--- src/rtl/display_scanner.sv ---
// rtl/display_scanner.sv - multiplexed seven-segment scan controller with frame-stable BCD shadow.
// Optional leading-zero blanking is enabled by defining LEADING_ZERO_BLANK_EN.
module display_scanner #(
  parameter int DIGITS      = 4,
  parameter int REFRESH_DIV = 50000
) (
  input  logic                  clk,
  input  logic                  rst_n,
  input  logic [4*DIGITS-1:0]   value_in,
  input  logic                  sign_in,
  input  logic                  load,
  output logic                  ack,
  output logic [3:0]            bcd_out,
  output logic                  blank,
  output logic                  minus,
  output logic [DIGITS-1:0]     digit_en
);

  localparam int IW = $clog2(DIGITS);
  localparam int PW = $clog2(REFRESH_DIV);
  localparam logic [IW-1:0] LAST_IDX  = IW'(DIGITS - 1);
  localparam logic [PW-1:0] PRESC_MAX = PW'(REFRESH_DIV - 1);

  logic [PW-1:0]         r_presc;
  logic [IW-1:0]         r_index;
  logic [4*DIGITS-1:0]   r_shadow_val;
  logic                  r_shadow_sign;
  logic [4*DIGITS-1:0]   r_pend_val;
  logic                  r_pend_sign;
  logic                  r_pending;
  logic                  r_ack;
  logic [3:0]            r_bcd;
  logic                  r_blank;
  logic                  r_minus;
  logic [DIGITS-1:0]     r_digit_en;

  logic                  w_tick;
  logic                  w_boundary;
  logic                  w_xfer;
  logic [4*DIGITS-1:0]   w_xfer_val;
  logic                  w_xfer_sign;
  logic [IW-1:0]         w_idx_nxt;
  logic [4*DIGITS-1:0]   w_shadow_nxt;
  logic                  w_sign_nxt;
  logic [3:0]            w_digit;
  logic [3:0]            w_bcd_nxt;
  logic                  w_blank_nxt;
  logic                  w_minus_nxt;
  logic [DIGITS-1:0]     w_en_nxt;

`ifdef LEADING_ZERO_BLANK_EN
  logic [IW-1:0]         r_msnz;
  logic [IW-1:0]         w_msnz_new;
  logic [IW-1:0]         w_msnz_nxt;
`endif

  assign w_tick      = (r_presc == PRESC_MAX);
  assign w_boundary  = w_tick && (r_index == LAST_IDX);
  // Load on the boundary cycle bypasses the pending register so digit 0 shows it at once.
  assign w_xfer      = w_boundary && (r_pending || load);
  assign w_xfer_val  = load ? value_in : r_pend_val;
  assign w_xfer_sign = load ? sign_in  : r_pend_sign;
  assign w_idx_nxt   = (r_index == LAST_IDX) ? '0 : r_index + 1'b1;
  assign w_shadow_nxt = w_xfer ? w_xfer_val  : r_shadow_val;
  assign w_sign_nxt   = w_xfer ? w_xfer_sign : r_shadow_sign;

`ifdef LEADING_ZERO_BLANK_EN
  // Highest nonzero digit of the incoming value; the sign position does not count.
  always_comb begin
    w_msnz_new = '0;
    for (int i = 0; i < DIGITS; i++) begin
      if ((w_xfer_val[4*i +: 4] != 4'd0) && !((i == DIGITS - 1) && w_xfer_sign)) begin
        w_msnz_new = IW'(i);
      end
    end
  end
  assign w_msnz_nxt = w_xfer ? w_msnz_new : r_msnz;
`endif

  always_comb begin
    w_digit  = 4'd0;
    w_en_nxt = '0;
    for (int i = 0; i < DIGITS; i++) begin
      if (w_idx_nxt == IW'(i)) begin
        w_digit     = w_shadow_nxt[4*i +: 4];
        w_en_nxt[i] = 1'b1;
      end
    end
  end

  always_comb begin
    w_bcd_nxt   = 4'd0;
    w_blank_nxt = 1'b1;
    w_minus_nxt = 1'b0;
    if ((w_idx_nxt == LAST_IDX) && w_sign_nxt) begin
      w_minus_nxt = 1'b1;
    end else if (w_digit <= 4'd9) begin
      w_bcd_nxt   = w_digit;
      w_blank_nxt = 1'b0;
`ifdef LEADING_ZERO_BLANK_EN
      if (w_idx_nxt > w_msnz_nxt) begin
        w_bcd_nxt   = 4'd0;
        w_blank_nxt = 1'b1;
      end
`endif
    end
  end

  always_ff @(posedge clk or negedge rst_n) begin
    if (!rst_n) begin
      r_presc       <= '0;
      r_index       <= LAST_IDX;
      r_shadow_val  <= '0;
      r_shadow_sign <= 1'b0;
      r_pend_val    <= '0;
      r_pend_sign   <= 1'b0;
      r_pending     <= 1'b0;
      r_ack         <= 1'b0;
      r_bcd         <= 4'd0;
      r_blank       <= 1'b1;
      r_minus       <= 1'b0;
      r_digit_en    <= '0;
`ifdef LEADING_ZERO_BLANK_EN
      r_msnz        <= '0;
`endif
    end else begin
      r_presc <= w_tick ? '0 : r_presc + 1'b1;
      r_ack   <= w_xfer;
      if (w_xfer) begin
        r_shadow_val  <= w_xfer_val;
        r_shadow_sign <= w_xfer_sign;
        r_pending     <= 1'b0;
`ifdef LEADING_ZERO_BLANK_EN
        r_msnz        <= w_msnz_new;
`endif
      end else if (load) begin
        r_pend_val  <= value_in;
        r_pend_sign <= sign_in;
        r_pending   <= 1'b1;
      end
      if (w_tick) begin
        r_index    <= w_idx_nxt;
        r_bcd      <= w_bcd_nxt;
        r_blank    <= w_blank_nxt;
        r_minus    <= w_minus_nxt;
        r_digit_en <= w_en_nxt;
      end
    end
  end

  assign ack      = r_ack;
  assign bcd_out  = r_bcd;
  assign blank    = r_blank;
  assign minus    = r_minus;
  assign digit_en = r_digit_en;

endmodule

--- config.mk ---
export PLATFORM = sky130hd
export DESIGN_NAME = display_scanner
export DESIGN_NICKNAME = d
export VERILOG_FILES = /design/src/rtl/display_scanner.sv
export SDC_FILE = /design/constraint.sdc
export NUM_CORES = 1
export LEC_CHECK = 0
export ABC_AREA = 1
export CORE_ASPECT_RATIO = 1.1
export CORE_MARGIN = 5
export CORE_UTILIZATION = 57
export CTS_CLUSTER_SIZE = 25
export DETAILED_ROUTE_END_ITERATION = 16
export DONT_BUFFER_PORTS = 1
export MAX_ROUTING_LAYER = met4
export PLACE_DENSITY = 0.75
export SETUP_SLACK_MARGIN = 0.1
export SLEW_MARGIN = 20
export SYNTH_ARGS = -nofsm -noshare
export SYNTH_HDL_FRONTEND = slang
export SYNTH_SLANG_ARGS = --single-unit
--- constraint.sdc ---
create_clock -name clk -period 1.9 [get_ports clk]
set_clock_uncertainty 0.05 [all_clocks]
set_input_delay 0.38 -clock clk [delete_from_list [all_inputs] [get_ports clk]]
set_output_delay 0.38 -clock clk [all_outputs]
set_load 0.02 [all_outputs]
### Yosys cells after proc, flatten, opt, wreduce, memory -nomap -nowiden

Cells that the tools add are included.

* memories kept: 0
* latch bits: 0
* flip-flop bits (word level): 64
* bits in read-only memories: 0
* bits of input ports: 20
* word-level logic and storage cells: 47
* memory bits (writable): 0

* $lt $le $gt $ge: 1
* shift-type cells: 0
* bitwise operators: 0
* multipliers: 0
* add/subtract/negate cells: 2
* reduce and logical (&&, ||, !) cells: 6
* divide/modulo/power cells: 0
* mux-type cells: 21
* equality and inequality tests: 5

Operators with widths (number)
* 16-bit 2-to-1 mux: 3
* 4-bit 2-to-1 mux: 6
* 16-bit by 1-bit adder with 16-bit output (second input constant): 1
* 16-bit equality test (second input constant): 1
* 1-bit 2-to-1 mux: 11
* 2-bit equality test (second input constant): 3
* 4-bit <= comparator (second input constant): 1
* 1-bit logical AND: 3
* 2-bit by 1-bit adder with 2-bit output (second input constant): 1
* 2-bit by 1-bit equality test with 1-bit output (second input constant): 1
* 2-bit zero test: 1
* 2-bit 2-to-1 mux: 1
* 2-bit nonzero test: 1
* 1-bit logical OR: 1

### Logic depth before layout (Yosys ltp)

* depth in word-level cells: 11
* depth in mapped cells: 16

### Worst setup path after synthesis

Ideal clock, no wire load.

* kind: register to register
* start point: reg r_presc[0]
* end point: reg r_bcd[0] (netlist: bcd_out[0])
* required time: 1.732 ns
* arrival time: 1.752 ns
* period minus slack after synthesis: 1.919 ns
* setup time: 0.118 ns
* stages on the path, launching flop included: 16
* setup slack: -0.019 ns
* cells stage by stage: dfrtp_1 > ha_1 > nand2_2 > nor2_4 > nand3_4 > nor2_8 > nand3_4 > buf_6 > nand2_2 > nand3_1 > nand3_1 > nand3_1 > nand2_2 > nand2_2 > nand3_1 > nand2_1

* longest elaborated chain between the ends: 11
* elaborated cells on any way between the ends: 13
* classes of those cells: order compare (1); eq/ne (1); mux (8); reduce/logical (3)

Ends and longest elaborated chain
* start, declared: RTL line 24 `logic [PW-1:0] r_presc;`
* start signal, assigned: RTL line 127 `r_presc <= w_tick ? '0 : r_presc + 1'b1;`
* 16-bit equality test (*): RTL line 57 `assign w_tick = (r_presc == PRESC_MAX);`
* 1-bit logical AND: RTL line 58 `assign w_boundary = w_tick && (r_index == LAST_IDX);`
* 1-bit logical AND: RTL line 60 `assign w_xfer = w_boundary && (r_pending || load);`
* 16-bit 2-to-1 mux
* 4-bit 2-to-1 mux (4 in a row): RTL line 84 `if (w_idx_nxt == IW'(i)) begin`
* 4-bit <= comparator: RTL line 97 `end else if (w_digit <= 4'd9) begin`
* 4-bit 2-to-1 mux: RTL line 97
* 4-bit 2-to-1 mux: RTL line 95 `if ((w_idx_nxt == LAST_IDX) && w_sign_nxt) begin`
* end signal, assigned: RTL line 143 `r_bcd <= w_bcd_nxt;`
* end, declared: RTL line 32 `logic [3:0] r_bcd;`

Mark *: on every way between the ends. The rest lies on a longest branch, timed or not.
A chain may end at the register's enable or synchronous reset.

### Worst setup path in the final report

* start point: reg r_presc[0]
* end point: reg r_bcd[2] (netlist: bcd_out[2])

The elaborated chain is that of the path after synthesis.

==> key figures <==
Status
  • Outcome: complete, but fails checks
  • Failing checks: negative hold slack, negative setup slack

Route
  • Remaining antenna violation count after routing: 0
  • Max Used Layer: met4
  • Iteration-0 DRC count of the detailed router: 156
  • Vias after detailed routing: 2761
  • DR DRC count: 0
  • Total wire length: 7.84 mm
  • Met2 Wirelength: 4.26 mm
  • Wirelength per Cell: 15.2 µm
  • Drt first pass iters: 5
  • M1 wire length: 2.99 mm
  • Via density: 5.34
  • Routed length on met3: 343 µm

Worst setup path
  • Crit path required time: 2.09 ns
  • Worst R2R Path Depth: 15
  • CP cell instances: ha_4 > nand2_2 > nor2_4 > nand3_4 > nor2_8 > nand3_4 > buf_4 > nand2_2 > nand3_2 > nand3_1 > nand3_2 > nand2_4 > nor2_1 > nand3_1 > nand2_1
  • Worst R2R Start: r_presc[0]
  • Worst Path Arrival: 2.34 ns
  • Worst path max stage delay: 0.40 ns
  • Worst-path maximum fanout: 6
  • R2R Path End: bcd_out[2]
  • Startpoint types: flip-flop
  • Slowest CP cell: dfrtp_1
  • CP endpoint kind: flip-flop
  • Reg2reg setup slack: -0.25 ns
  • Critical Setup Path Class: flip-flop to flip-flop

Cells and area
  • Fill cells: 377
  • Diode count: 0
  • Share of cells above drive strength 1: 27.8%
  • Seq. cell area: 0.00161 mm²
  • Post-route cell area: 0.00411 mm²
  • Area of the multi-input gates: 0.00156 mm²
  • Nets: 463
  • P&R area growth vs syn: 26.9%

Clock network
  • TritonCTS Buffers: 9
  • Clk_lat worst skew: 0.35 ns
  • CTS tree: done
  • Clock Tree Buf Depth: 2
  • Sink Count: 64
  • CTS Root Cell: clkbuf_8
  • Clk slew on worst S/H paths: 0.07 ns
  • H-tree levels: 3

Global route
  • Vias in the first global route: 2800
  • First-pass GRT wire length: 13.0 mm
  • Antenna violations before repair: 0
  • Pin count of the biggest net entering global routing: 65
  • Gr usage total: 24.7%
  • Remaining global-route overflow: 0

Yosys
  • Syn Area/Cell: 8.40 µm²
  • Yosys cell types: 31
  • Syn nets: 411
  • Area share of the leading cell type in the synthesized netlist: 47.2%
  • Yosys reg bits: 64
  • Post-Syn Instances: 385
  • Synth warn: 0
  • Synthesized cell area: 0.00323 mm²
  • Synth area leader: dfrtp_1
  • Sequential area share after synthesis: 49.6%
  • Ranking of synthesized cells by area: dfrtp_1, nand2_1, inv_1

Place
  • Placed cell areas: 0.00357 mm²
  • Port-buffer cells: 0
  • Final GP Congestion: 0.831
  • DP HPWL: 5.02 mm

Die
  • Num ports: 31
  • Die area: 0.00728 mm²
  • Starting Density: 59.2%
  • Row count: 28
  • Die X: 81.8 µm
  • Core area: 0.00547 mm²
  • Die Span Y: 89.0 µm

Power
  • Clock power share: 49.9%
  • Combinational Power Share: 2.3%
  • Sw frac: 20.0%
  • Leak Pwr: 0.00202 µW
  • Max VDD drop: 550 µV
  • Sw power: 591 µW
  • Pint: 2370 µW
  • Reg power frac: 47.8%
  • Power per cell area: 721 mW/mm²

STA
  • Final setup viols: 6
  • RSZ-0062 raised after global routing: yes
  • Final hold vios: 64
  • Worst rel slew slack: 76.8%
  • Min Hold Slack: -0.334 ns
  • Fin crit share: 113%
  • Setup TNS: -1.24 ns
  • Peak Freq: 465 MHz
  • Max-slew violation count: 0
  • Min Clock Period, post-route: 2.15 ns
  • Final setup margin: -0.249 ns
  • Worst slew pin tran: 0.344 ns

Run
  • Maximum Capacitance Violations: 0

Min path
  • Min-Delay Path Class: input pin to asynchronous set/reset pin
-- synth_stat cells --
cell,number
clkinv_1,1
buf_2,6
a21oi_2,2
a21oi_1,6
dfrtp_1,61
o21ai_0,36
buf_4,1
and2_1,7
nand4_4,1
clkbuf_1,2
o21ai_1,2
nor2_1,31
nand3_4,2
inv_1,49
xor2_1,4
dfstp_2,3
nand2_1,99
nor2_8,1
o21ai_2,3
nand3_1,22
nand4_1,9
a221oi_1,1
nor2_4,2
mux2i_1,10
ha_1,6
or2_2,4
inv_2,1
nand2_2,6
nor2_2,2
buf_6,2
nor3_1,3
-- layer usage --
| layer | up-vias | GRT usage, % |
|---|---|---|
| met1 | 1323 | 26.8 |
| met2 | 77 | 42.0 |
| li1 | 1333 | - |
| met4 | 0 | 12.7 |
| met3 | 28 | 5.95 |
| met5 | - | - |
-- how the worst max path moves through the flow --
| stage | startpoint | end | slack, ns | cells past startpoint |
|---|---|---|---|---|
| floorplan | r_presc[0] | bcd_out[0] | 0.02 | 15 |
| global placement | r_presc[1] | bcd_out[2] | -0.08 | 11 |
| detailed placement | r_presc[0] | bcd_out[2] | -0.13 | 11 |
| CTS | r_presc[0] | bcd_out[3] | -0.09 | 16 |
| global route | r_presc[0] | bcd_out[1] | -0.40 | 13 |
| finish | r_presc[0] | bcd_out[2] | -0.25 | 15 |
-- power by group through the flow --
stage	combinational, µW	sequential [µW]	clock, µW
after floorplan	59.5	1430	0
after global placement	66.1	1440	0
after detailed placement	69.0	1440	0
after CTS	69.0	1410	1490
after global routing	80.7	1420	1570
final	68.5	1410	1480
-- stage by stage --
stage	total power [µW]	hold slack [ns]	util, %	cells	worst slack [ns]
2_1_floorplan	1490	0.0344	-	385	0.0221
3_3_place_gp	1500	0.0363	65.2	487	-0.0824
3_5_place_dp	1510	0.0369	65.2	487	-0.132
4_1_cts	2980	-0.344	72.0	509	-0.0929
5_1_grt	3060	-0.355	75.1	517	-0.404
6_report	2960	-0.334	75.1	517	-0.249
-- critical path, delay by kind of cell, from the launching register on --
family / cells / cell delay (ns)
buffers and inverters: 1 / 0.18
DFF: 1 / 0.40
adders and majority gates: 1 / 0.16
and+or+nand+nor: 13 / 1.23
-- area by class of cell --
type / instances / share of cell area, %
clock buffer: 11 / 3.69
clock inverter: 5 / 2.50
inverter: 51 / 4.66
multi-input combinational: 261 / 38.0
sequential: 64 / 39.1
tap: 75 / 2.29
timing repair buffer: 50 / 9.72
-- cells by family after synthesis --
logic type / Yosys count / share of synthesized area (%)
simple gates: 189 / 27.4
flops: 64 / 49.6
mux: 10 / 3.09
xor+xnor: 4 / 1.08
fa+ha+maj: 6 / 2.32
buf+inv: 62 / 8.01
compound gates: 50 / 8.43
-- cells in the final DEF, fill, tap and decap left out, types with 5 or more instances in the layout --
master	count
nand2_1	93
dfrtp_1	61
inv_1	49
buf_4	46
o21ai_0	30
nor2_1	24
nand3_1	13
clkbuf_8	11
mux2i_1	10
nand4_1	9
nand3_2	9
nand2_2	8
and2_1	7
o21ai_1	7
nor2_4	6
a21oi_1	6
nor2_2	5
-- state kept, by name, indices dropped and copies added, names as in the netlist --
signal,count
r_pend_sign,1
r_pend_val,16
minus,1
ack,1
r_shadow_sign,1
digit_en,4
r_pending,1
r_shadow_val,16
r_index,2
blank,1
r_presc,16
bcd_out,4
-- repair_timing --
action                                  in CTS  in global routing
buffers inserted                             4                  8
endpoints found under the setup margin       9                 34
gates resized for setup                     17                 30
pin swaps                                    2                 18
gates cloned                                 2                  0
endpoints found under the hold margin       64                 64
No activity file was read; power rests on OpenSTA's default activity.
